`config.mk`:
```
export PLATFORM = sky130hd
export DESIGN_NAME = pc_unit
export DESIGN_NICKNAME = d
export VERILOG_FILES = /design/src/rtl/pc_unit.sv
export SDC_FILE = /design/constraint.sdc
export NUM_CORES = 1
export LEC_CHECK = 0
export CAP_MARGIN = 20
export CORE_MARGIN = 2
export CORE_UTILIZATION = 59
export CTS_CLUSTER_DIAMETER = 100
export DETAILED_ROUTE_END_ITERATION = 8
export PLACE_DENSITY = 0.94
export SLEW_MARGIN = 20
export SYNTH_ARGS = -nofsm -noshare
export SYNTH_HDL_FRONTEND = slang
export SYNTH_SLANG_ARGS = --single-unit
```
`constraint.sdc`:
```
create_clock -name clk -period 10 [get_ports clk]
set_clock_uncertainty 0.1 [all_clocks]
set_input_delay 1.5 -clock clk [delete_from_list [all_inputs] [get_ports clk]]
set_output_delay 1.5 -clock clk [all_outputs]
set_load 0.01 [all_outputs]
```
`src/rtl/pc_unit.sv`:
```
// pc_unit: program counter for the head of the MIPS fetch stage.
//
// Each cycle the PC takes at most one of, highest priority first: exception,
// stall, eret, ret, ld, br, jmp, inc, hold. call qualifies ld/br/jmp and
// pushes the return address (pc_plus) onto a small circular return-address
// stack (RAS). A ret pops the RAS. If the RAS is empty, ret falls back to
// pc_in and sets a sticky underflow flag.
//
// Ports:
//   clk        clock, rising edge
//   reset      asynchronous, active-high
//   stall      freeze PC, EPC and RAS (exc still wins)
//   inc        sequential advance by STEP
//   ld         load pc_in
//   pc_in      register target / empty-RAS return target
//   br, br_off taken branch, signed word offset relative to pc_plus
//   jmp, jmp_tgt  pseudo-direct jump
//   call       push pc_plus when ld/br/jmp is the selected command
//   ret        return via RAS
//   exc, eret  exception entry / return
//   pc_out     current PC
//   pc_plus    pc_out + STEP (combinational)
//   epc        captured exception PC
//   in_exc     exception mode flag
//   ras_empty, ras_full  registered RAS occupancy views
//   ras_ovf, ras_unf     sticky overflow / underflow flags
module pc_unit #(
   parameter int               WIDTH     = 32,
   parameter logic [WIDTH-1:0] RESET_VEC = '0,
   parameter logic [31:0]      EXC_VEC   = 32'h0000_0180,
   parameter int               STEP      = 4,
   parameter int               RAS_DEPTH = 4
) (
   input  logic              clk,
   input  logic              reset,
   input  logic              stall,
   input  logic              inc,
   input  logic              ld,
   input  logic [WIDTH-1:0]  pc_in,
   input  logic              br,
   input  logic [15:0]       br_off,
   input  logic              jmp,
   input  logic [25:0]       jmp_tgt,
   input  logic              call,
   input  logic              ret,
   input  logic              exc,
   input  logic              eret,
   output logic [WIDTH-1:0]  pc_out,
   output logic [WIDTH-1:0]  pc_plus,
   output logic [WIDTH-1:0]  epc,
   output logic              in_exc,
   output logic              ras_empty,
   output logic              ras_full,
   output logic              ras_ovf,
   output logic              ras_unf
);

   localparam int              PTR_W   = $clog2(RAS_DEPTH);
   localparam int              CNT_W   = PTR_W + 1;
   localparam logic [CNT_W-1:0] CNT_MAX = CNT_W'(RAS_DEPTH);
   localparam logic [WIDTH-1:0] EXC_PC  = WIDTH'(EXC_VEC);
   localparam logic [WIDTH-1:0] STEP_W  = WIDTH'(STEP);

   // Byte displacement of a taken branch: signed word offset scaled by 4.
   function automatic logic signed [WIDTH-1:0] br_disp(input logic signed [15:0] off);
      logic signed [WIDTH-1:0] ext;
      ext = WIDTH'(off);
      return ext <<< 2;
   endfunction

   logic [WIDTH-1:0] ras_mem [RAS_DEPTH];
   logic [PTR_W-1:0] ras_ptr;   // next write slot; top of stack is ras_ptr-1
   logic [CNT_W-1:0] ras_cnt;

   logic [WIDTH-1:0] pc_next;
   logic [WIDTH-1:0] epc_next;
   logic             in_exc_next;
   logic             push;
   logic             pop;
   logic             unf_set;
   logic [PTR_W-1:0] ptr_next;
   logic [CNT_W-1:0] cnt_next;
   logic [PTR_W-1:0] top_idx;
   logic             cnt_full;

   assign pc_plus  = pc_out + STEP_W;
   assign top_idx  = ras_ptr - PTR_W'(1);
   assign cnt_full = (ras_cnt == CNT_MAX);

   // Command selection
   always_comb begin
      pc_next     = pc_out;
      epc_next    = epc;
      in_exc_next = in_exc;
      push        = 1'b0;
      pop         = 1'b0;
      unf_set     = 1'b0;
      if (exc) begin
         pc_next     = EXC_PC;
         epc_next    = pc_out;
         in_exc_next = 1'b1;
      end else if (!stall) begin
         if (eret) begin
            pc_next     = epc;
            in_exc_next = 1'b0;
         end else if (ret) begin
            if (ras_cnt != '0) begin
               pc_next = ras_mem[top_idx];
               pop     = 1'b1;
            end else begin
               pc_next = pc_in;
               unf_set = 1'b1;
            end
         end else if (ld) begin
            pc_next = pc_in;
            push    = call;
         end else if (br) begin
            pc_next = pc_plus + br_disp(br_off);
            push    = call;
         end else if (jmp) begin
            pc_next = {pc_plus[WIDTH-1:28], jmp_tgt, 2'b00};
            push    = call;
         end else if (inc) begin
            pc_next = pc_plus;
         end
      end
   end

   // RAS pointer/count update; a push while full overwrites the oldest slot
   always_comb begin
      ptr_next = ras_ptr;
      cnt_next = ras_cnt;
      if (push) begin
         ptr_next = ras_ptr + PTR_W'(1);
         if (!cnt_full)
            cnt_next = ras_cnt + CNT_W'(1);
      end else if (pop) begin
         ptr_next = top_idx;
         cnt_next = ras_cnt - CNT_W'(1);
      end
   end

   // State register
   always_ff @(posedge clk or posedge reset) begin
      if (reset) begin
         pc_out    <= RESET_VEC;
         epc       <= '0;
         in_exc    <= 1'b0;
         ras_ptr   <= '0;
         ras_cnt   <= '0;
         ras_empty <= 1'b1;
         ras_full  <= 1'b0;
         ras_ovf   <= 1'b0;
         ras_unf   <= 1'b0;
      end else begin
         pc_out    <= pc_next;
         epc       <= epc_next;
         in_exc    <= in_exc_next;
         ras_ptr   <= ptr_next;
         ras_cnt   <= cnt_next;
         ras_empty <= (cnt_next == '0);
         ras_full  <= (cnt_next == CNT_MAX);
         if (push && cnt_full)
            ras_ovf <= 1'b1;
         if (unf_set)
            ras_unf <= 1'b1;
      end
   end

   // RAS storage carries data only, so it is not reset
   always_ff @(posedge clk) begin
      if (push)
         ras_mem[ras_ptr] <= pc_plus;
   end

endmodule

```
==> results.py, run 1 <==
metrics = {
    "synthesis": {
        "postSynthCellCount": 997,
        "synthFlopType": "edfxtp_1",
        "ys_seq_area_share_pct": 50.2,
        "synth.avg_cell_area_um2": 11.4,
        "synth_area_leader_cell": "edfxtp_1",
        "synth_area_mm2": 0.0114,
        "syn_nets": 1125,
        "synth_area_leaders": "edfxtp_1, dfrtp_1, mux4_2",
        "synth_edf_count": 128,
        "synthArstFlopShare_pct": 36.6,
        "ys_seq_elements": 202,
        "synth_top_area_share_pct": 33.8,
        "yosysWarnings": 0,
        "synthDistinctLibCells": 74,
    },
    "worst_setup_path": {
        "slowest_stage": "clkdlybuf4s50_1",
        "path_class": "flop to output port",
        "crit_family": "simple AND/OR/NAND/NOR gates",
        "crit_chain": "ha_1 -> nand3_1 -> or2_1 -> nor4_1 -> nand4_1 -> xnor2_1 -> clkdlybuf4s50_1",
        "cp_max_fo": 7,
        "start_kind": "flop",
        "required_ps": 8400,
        "cp-startpoint": "pc_out[2]",
        "crit_buf_inv": 1,
        "worstReg2RegStart": "pc_out[11]",
        "cp.arrival_ps": 3890,
        "slowest_delay_ps": 670,
        "setup.worst_path.end_class": "output port",
    },
    "global_route": {
        "grt_max_degree": 75,
        "first_global_vias": 9455,
        "gr-total-overflow": 0,
        "antenna_found_initial": 0,
        "grt_pass1_wl_mm": 55.0,
        "groute.usage.overall_pct": 35.8,
    },
    "floorplan": {
        "pin_count": 186,
        "core_mm2": 0.0188,
        "placementRows": 50,
        "initial_utilization_pct": 60.5,
        "die-area_mm2": 0.0204,
        "fp.dieH_um": 143,
        "die_width_um": 143,
    },
    "sta": {
        "setup_viol": 0,
        "slew_viol_final": 0,
        "min_period_ps": 5490,
        "holdWs_ps": 384,
        "rsz0062_at_grt": "false",
        "fmax_mhz": 182,
        "fin_crit_sh_pct": 54.9,
        "max_slew.worst_pin.slew_ps": 1100,
        "slew_headroom_pct": 26.3,
        "hold_viol": 0,
        "setup_tns_ps": 0,
    },
    "cells_and_area": {
        "finalNonFillerCells": 1420,
        "drive_gt1_share_pct": 11.1,
        "nFillCells": 1224,
        "diodes": 0,
        "final_nets": 1298,
        "finish.utilization_pct": 75.0,
        "area_growth_pct": 24.0,
    },
    "clock_tree": {
        "numClockSinks": 202,
        "path_clk_slew_ps": 60,
        "ctsHtreeMaxLevel": 1,
        "cts_setup_buffers": 0,
        "cts_tree": "done",
        "ctsHoldBuffers": 0,
        "clock-root-buffer": "clkbuf_16",
        "ctsResizeCount": 0,
        "clock_latency_ps": 520,
        "clock_path_buffers": 3,
        "numCtsBuffers": 22,
    },
    "placement": {
        "port_buffers": 185,
        "gp_congestion": 0.968,
        "dpl.hpwl_mm": 24.2,
        "place_inst": 1379,
    },
    "drt": {
        "route.vias.total": 9813,
        "firstDrtPassIters": 6,
        "drc": 0,
        "ant_nets": 0,
        "wire_per_inst_um": 25.5,
        "routed_via_density": 6.91,
        "drt-total-wl_mm": 36.2,
        "drtIter0Drc": 1433,
    },
    "worst_hold_path": {
        "hold_path_class": "flop to flop",
        "min_from": "ras_ovf",
    },
    "power": {
        "power_density_mw_per_mm2": 202,
        "ir_drop_mv": 0.124,
        "power.leakage_uw": 0.00542,
    },
    "flow_run": {
        "maxCapViolations": 0,
    },
    "run_status": {
        "status": "completed",
    },
}
-- sequential cells by signal, indices dropped and copies added, names as in the netlist, 2 cells and up --
| signal | count |
|---|---|
| ras_mem | 128 |
| ras_cnt | 3 |
| pc_out | 32 |
| ras_ptr | 2 |
| epc | 32 |
-- power breakdown --
| group | internal (uW) | total (uW) | switching [uW] |
|---|---|---|---|
| registers | 962 | 1030 | 69.9 |
| logic | 473 | 1050 | 578 |
| clock network | 432 | 768 | 336 |
| total | 1870 | 2850 | 983 |
-- placed cells by master (no fill, tap or decap), types with 7 or more instances in the layout --
cell / instances
clkinv_2: 7
and3_1: 10
inv_1: 21
a311oi_1: 7
and2_1: 9
ha_1: 42
nand3_1: 34
o211ai_1: 12
edfxtp_1: 128
a21oi_1: 66
nand4_1: 9
o21ai_1: 15
nor3_1: 14
clkbuf_16: 22
and4_1: 8
mux2i_1: 23
xnor2_1: 37
a21o_1: 14
mux4_2: 32
nor2b_1: 12
mux2_2: 34
xor2_1: 9
o21ai_0: 38
o22ai_1: 12
dfrtp_1: 72
nor2_1: 65
clkdlybuf4s50_1: 182
nand2b_1: 8
a211oi_1: 17
buf_4: 15
nand2_1: 99
-- stage by stage --
step           total power (uW)  instance area, um2  setup WS (ps)
2_1_floorplan              1680               11400           5610
3_3_place_gp               2040               13400           4650
3_5_place_dp               2060               13400           4650
4_1_cts                    2830               14100           4690
5_1_grt                    2960               14100           4340
6_report                   2850               14100           4510
-- Yosys cell counts, types with 15 or more instances --
cell	n
a21oi_1	67
mux2_2	34
mux4_2	32
a211oi_1	17
mux2i_1	23
inv_1	22
nor2_1	65
dfrtp_1	73
o21ai_0	38
nand2_1	99
nand3_1	34
o21ai_1	15
edfxtp_1	128
xnor2_1	37
ha_1	42
clkbuf_1	35
-- cell families (layout without fill, tap and decap cells) --
kind of cell / count (synthesis) / count (layout) / share of synthesized area (%)
simple gates: 296 / 296 / 12.8
compound gates: 246 / 246 / 14.2
flops: 202 / 202 / 50.2
mux: 90 / 90 / 11.8
buf+inv: 74 / 263 / 2.61
xor+xnor: 46 / 46 / 3.55
fa+ha+maj: 43 / 43 / 4.80
-- worst reg2reg max path, delay by kind of cell (launching register included) --
kind | cells | cell delay (ps)
adder cells (fa/ha/maj) | 1 | 400
AND/OR/NAND/NOR | 7 | 2220
XOR/XNOR | 1 | 600
AO/OA/AOI/OAI | 6 | 1350
flip-flops | 1 | 480
-- worst paths after layout --
| check | slack [ps] | to | depth (start not counted) |
|---|---|---|---|
| min in group asynchronous | 1240 | pc_out[9] | 3 |
| hold / removal | 380 | ras_ovf | 1 |
| hold reg to reg | 380 | ras_ovf | 1 |
| setup / recovery | 4510 | pc_plus[28] | 7 |
| setup reg to reg | 4730 | pc_out[31] | 15 |
| max in group asynchronous | 7900 | ras_empty | 4 |
-- area by class of cell --
cell class                 count  area, um2  share of cell area (%)
multi-input combinational    721       5370                    38.1
timing repair buffer         201       1980                    14.0
clock buffer                  28        573                    4.07
clock inverter                12       91.3                   0.649
tap                          234        293                    2.08
inverter                      22       83.8                   0.595
sequential                   202       5700                    40.5
-- metal layers --
layer / vias to the layer above / wire (um) / share of wire (%) / GRT usage (%)
met5: - / 0 / 0 / 0
met2: 795 / 16600 / 46 / 56.1
li1: 4145 / - / - / -
met3: 172 / 4540 / 13 / 7.85
met1: 4701 / 13400 / 37 / 49.4
met4: 0 / 1760 / 4.9 / 13.3
Note: power is estimated with default switching activity, not from simulation.
==> inputs of run 2 (changes only) <==
CORE_UTILIZATION = 54   (was 59)
PLACE_DENSITY = 0.88   (was 0.94)
clock period = 5.6 ns   (was 10 ns; I/O delays follow)
==> run 2 against run 1 <==
Effect of this change: via count decreased by 1.8%; sequential power rose by 79%; worst setup slack got worse by 4000 ps; cell area up 1.2%; sequential share of layout area decreased by 0.47 points; routed wire length grew 2.5%; register-to-register slack worse by 4200 ps; hold slack worse by 14 ps.
==> results.py, run 2 (synthesis gave the netlist of run 1 again) <==
metrics = {
    "cells_and_area": {
        "area_growth_pct": 25.4,
        "final_common_cell": "clkdlybuf4s50_1",
        "drive_gt1_share_pct": 12.1,
        "top_register": "ras_mem",
        "diodes": 0,
        "nFillCells": 1515,
        "layout_common_cells": "clkdlybuf4s50_1, edfxtp_1, nand2_1",
        "top_regs": "ras_mem x128, epc x32, pc_out x32",
        "final_nets": 1309,
        "finish.utilization_pct": 68.4,
        "largest_reg_flops": 128,
    },
    "worst_setup_path": {
        "slowest_delay_ps": 540,
        "crit_cells": 15,
        "cp_max_fo": 7,
        "reg2reg_depth": 15,
        "cp.arrival_ps": 5360,
        "crit_buf_inv": 0,
        "slowest_stage": "or4_1",
        "required_ps": 5900,
        "crit_family": "simple AND/OR/NAND/NOR gates",
        "setup.worst_path.end_class": "flop",
        "worstReg2RegStart": "pc_out[4]",
        "crit_chain": "and4_1 -> nand2_1 -> nor3_2 -> nor3b_2 -> xor2_1 -> ha_1 -> and2_4 -> and3b_1 -> a211o_1 -> a221oi_2 -> a21oi_2 -> o2111a_1 -> or4_1 -> a21boi_1 -> o31ai_1",
        "cp-startpoint": "pc_out[4]",
        "start_kind": "flop",
        "path_class": "flop to flop",
    },
    "global_route": {
        "grt_max_degree": 55,
        "antenna_found_initial": 0,
        "groute.usage.overall_pct": 33.4,
        "grt_pass1_wl_mm": 55.6,
        "first_global_vias": 9380,
        "gr-total-overflow": 0,
    },
    "floorplan": {
        "die_width_um": 149,
        "placementRows": 53,
        "initial_utilization_pct": 54.5,
        "fp.dieH_um": 149,
        "pin_count": 186,
        "core_mm2": 0.0208,
        "die-area_mm2": 0.0222,
    },
    "power": {
        "clkPwrFrac_pct": 27.9,
        "p_comb_share_pct": 36.5,
        "ir_drop_mv": 0.258,
        "switching_share_pct": 33.9,
        "p_switching_uw": 1750,
        "intPower_uw": 3410,
        "seqPwrFrac_pct": 35.6,
        "power.leakage_uw": 0.00549,
        "power_density_mw_per_mm2": 362,
    },
    "sta": {
        "fmax_mhz": 198,
        "max_slew.worst_pin.slew_ps": 1010,
        "min_period_ps": 5060,
        "slew_viol_final": 0,
        "hold_viol": 0,
        "slew_headroom_pct": 32.3,
        "rsz0062_at_grt": "false",
        "setup_tns_ps": 0,
        "setup_viol": 0,
        "fin_crit_sh_pct": 90.4,
    },
    "clock_tree": {
        "cts_setup_buffers": 0,
        "clock_latency_ps": 530,
        "ctsHtreeMaxLevel": 1,
        "clock-root-buffer": "clkbuf_16",
        "ctsResizeCount": 0,
        "cts_tree": "done",
        "path_clk_slew_ps": 60,
        "numCtsBuffers": 22,
        "numClockSinks": 202,
        "clock_path_buffers": 3,
        "ctsHoldBuffers": 0,
    },
    "worst_hold_path": {
        "whs_path_depth": 1,
        "min_from": "ras_ovf",
        "hold_path_class": "flop to flop",
    },
    "drt": {
        "routed_via_density": 6.55,
        "wire_per_inst_um": 25.2,
        "drc": 0,
        "firstDrtPassIters": 5,
        "drt-total-wl_mm": 37.1,
        "route.vias.total": 9637,
        "wl_met2_mm": 16.9,
        "ant_nets": 0,
        "drtIter0Drc": 1121,
        "top_layer": "met4",
        "met1_length_mm": 14.2,
        "met3WireLength_mm": 4.46,
    },
    "placement": {
        "dpl.hpwl_mm": 25.3,
        "port_buffers": 185,
        "gp_congestion": 0.926,
    },
    "flow_run": {
        "maxCapViolations": 0,
    },
    "run_status": {
        "status": "completed",
    },
}
[run 2: metal layers]
metal | up-vias | global-route usage (%)
met3 | 129 | 6.61
met1 | 4649 | 46.8
met2 | 695 | 52.2
met5 | - | 0
li1 | 4164 | -
met4 | 0 | 12.3
[run 2: power groups by stage]
stage               Clock, uW  Sequential, uW  Combinational [uW]
floorplan                   0            1860                1140
global placement            0            1850                1800
detailed placement          0            1860                1840
CTS                      1440            1830                1860
global route             1500            1840                2010
finish                   1440            1840                1880
[run 2: through the flow]
step / instance area [um2] / instances / total power, uW / setup WS (ps) / hold WS (ps)
floorplan: 11400 / 997 / 3000 / 1210 / 384
global placement: 13500 / 1432 / 3650 / 917 / 358
detailed placement: 13500 / 1432 / 3700 / 713 / 362
CTS: 14200 / 1472 / 5130 / 657 / 376
global route: 14200 / 1472 / 5360 / 362 / 401
finish: 14200 / 1472 / 5160 / 540 / 370
[run 2: cell type report]
class                      count  area (um2)  share of cell area (%)
tap                          275         344                    2.42
multi-input combinational    721        5370                    37.7
inverter                      22        83.8                   0.588
timing repair buffer         212        2040                    14.3
sequential                   202        5700                    40.0
clock inverter                 7        72.6                   0.509
clock buffer                  33         642                    4.51
[run 2: worst paths after layout]
path	to	slack, ps
max in group asynchronous	pc_out[25]	3770
worst max-delay path	pc_out[31]	540
worst max register to register	pc_out[31]	540
worst min-delay path	ras_ovf	370
min in group asynchronous	epc[4]	620
worst min register to register	ras_ovf	370
[run 2: worst register-to-register path: cells and delay by family (launching register included)]
kind	cells	cell delay, ps
DFF	1	470
xor gates and xnor gates	1	500
and+or+nand+nor	7	2190
AOI/OAI and AO/OA	6	1290
adders and majority gates	1	390
==> inputs of run 3 (changes only) <==
CTS_CLUSTER_SIZE = 25   (was not set)
==> run 3 against run 2 <==
Effect of this change: first-iteration DRC count increased by 15%; clock power shrank 35%; register-to-register slack about the same; combinational power is essentially flat; clock-buffer cell count fell by 14; sequential share of layout area increased by 0.97 points; sequential power hardly changed; sequential cell count stayed put; critical path type unchanged; largest power group unchanged.
==> results.py, run 3 (synthesis gave the netlist of run 1 again) <==
metrics = {
    "run_status": {
        "status": "completed",
    },
    "drt": {
        "firstDrtPassIters": 6,
        "routed_via_density": 6.57,
        "wire_per_inst_um": 25.2,
        "ant_nets": 0,
        "drtIter0Drc": 1287,
        "drt-total-wl_mm": 36.5,
        "route.vias.total": 9535,
        "drc": 0,
    },
    "power": {
        "p_comb_share_pct": 40.4,
        "power_density_mw_per_mm2": 334,
        "intPower_uw": 3010,
        "ir_drop_mv": 0.281,
        "seqPwrFrac_pct": 39.4,
        "power.leakage_uw": 0.00532,
        "p_switching_uw": 1640,
        "clkPwrFrac_pct": 20.2,
        "switching_share_pct": 35.3,
    },
    "worst_setup_path": {
        "setup.worst_path.end_class": "flop",
        "path_class": "flop to flop",
        "start_kind": "flop",
        "cp-startpoint": "pc_out[10]",
        "worstReg2RegStart": "pc_out[10]",
        "cp_max_fo": 7,
        "required_ps": 5850,
        "cp.arrival_ps": 5310,
    },
    "sta": {
        "setup_viol": 0,
        "min_period_ps": 5060,
        "rsz0062_at_grt": "false",
        "max_slew.worst_pin.slew_ps": 1010,
        "fmax_mhz": 198,
        "fin_crit_sh_pct": 90.4,
        "slew_viol_final": 0,
        "setup_tns_ps": 0,
        "slew_headroom_pct": 32.1,
        "hold_viol": 0,
        "holdWs_ps": 387,
        "worst_slack_ps": 538,
    },
    "cells_and_area": {
        "area_growth_pct": 22.5,
        "largest_reg_flops": 128,
        "layout_common_cells": "clkdlybuf4s50_1, edfxtp_1, nand2_1",
        "multi_input_area_mm2": 0.00537,
        "top_register": "ras_mem",
        "final_nets": 1299,
        "final_common_cell": "clkdlybuf4s50_1",
        "drive_gt1_share_pct": 10.8,
        "finalNonFillerCells": 1452,
        "nFillCells": 1540,
        "diodes": 0,
        "seq_area_mm2": 0.00570,
        "top_regs": "ras_mem x128, epc x32, pc_out x32",
    },
    "floorplan": {
        "die_width_um": 149,
        "core_mm2": 0.0208,
        "initial_utilization_pct": 54.5,
        "pin_count": 186,
        "die-area_mm2": 0.0222,
        "fp.dieH_um": 149,
        "placementRows": 53,
    },
    "global_route": {
        "antenna_found_initial": 0,
        "groute.usage.overall_pct": 32.7,
        "grt_pass1_wl_mm": 54.7,
        "gr-total-overflow": 0,
        "grt_max_degree": 55,
        "first_global_vias": 9254,
    },
    "worst_hold_path": {
        "min_from": "ras_ovf",
        "hold_path_class": "flop to flop",
    },
    "placement": {
        "port_buffers": 185,
        "dpl.hpwl_mm": 25.3,
        "gp_congestion": 0.926,
        "post-place-ws_ps": 713,
        "place_inst": 1432,
    },
    "clock_tree": {
        "clock_path_buffers": 3,
        "ctsResizeCount": 0,
        "clock-root-buffer": "clkbuf_16",
        "cts_setup_buffers": 0,
        "numCtsBuffers": 12,
        "numClockSinks": 202,
        "ctsHtreeMaxLevel": 1,
        "clock_latency_ps": 480,
        "cts_tree": "done",
        "path_clk_slew_ps": 100,
        "ctsHoldBuffers": 0,
    },
    "flow_run": {
        "maxCapViolations": 0,
    },
}
==> run 3: cell count changes in the layout (fill, tap and decap cells not counted), sizes merged <==
cell    previous run  this run
bufinv             1         0
clkinv             7         2
clkbuf            33        19
==> run 3: worst paths after layout <==
kind / to / slack (ps) / cells past startpoint
max: pc_out[31] / 540 / 15
max reg2reg: pc_out[31] / 540 / 15
max in group asynchronous: epc[19] / 3710 / 3
min: ras_ovf / 390 / 1
min reg2reg: ras_ovf / 390 / 1
min in group asynchronous: epc[17] / 660 / 2
==> run 3: area by class of cell <==
type                       instances  share of cell area, %
clock inverter                     1                  0.216
multi-input combinational        721                   38.6
clock buffer                      19                   2.50
sequential                       202                   41.0
timing repair buffer             212                   14.7
inverter                          22                  0.603
tap                              275                   2.47
==> run 3: per-stage QoR <==
step	area, um2	total power, uW	util (%)
final	13900	4650	66.8
after global routing	13900	4850	66.8
after CTS	13900	4620	66.8
after detailed placement	13500	3700	65.0
after global placement	13500	3650	65.0
after floorplan	11400	3000	-
==> run 3: worst max-delay path, cell delays in order (launching register included) <==
cell and delay (ps):
dfrtp_1 470, and4_1 260, nand3_1 220, nor3_2 360, nor3b_2 410, xor2_1 490
ha_1 390, and2_4 200, and3b_1 190, a211o_1 280, a221oi_2 360, a21oi_2 130
o2111a_1 290, or4_1 540, a21boi_1 150, o31ai_1 80
==> run 3: power groups by stage <==
stage          Sequential, uW  Clock [uW]  Combinational, uW
6_report                 1830         941               1880
3_3_place_gp             1850           0               1800
5_1_grt                  1840        1000               2000
4_1_cts                  1830         944               1850
3_5_place_dp             1860           0               1840
2_1_floorplan            1860           0               1140
==> run 3: routing by layer <==
layer	part of all wire (%)	vias up	GRT usage, %
li1	-	4136	-
met1	38	4571	46.9
met2	45	709	50.9
met3	12	119	6.18
met4	4.1	0	10.2
met5	0	-	0
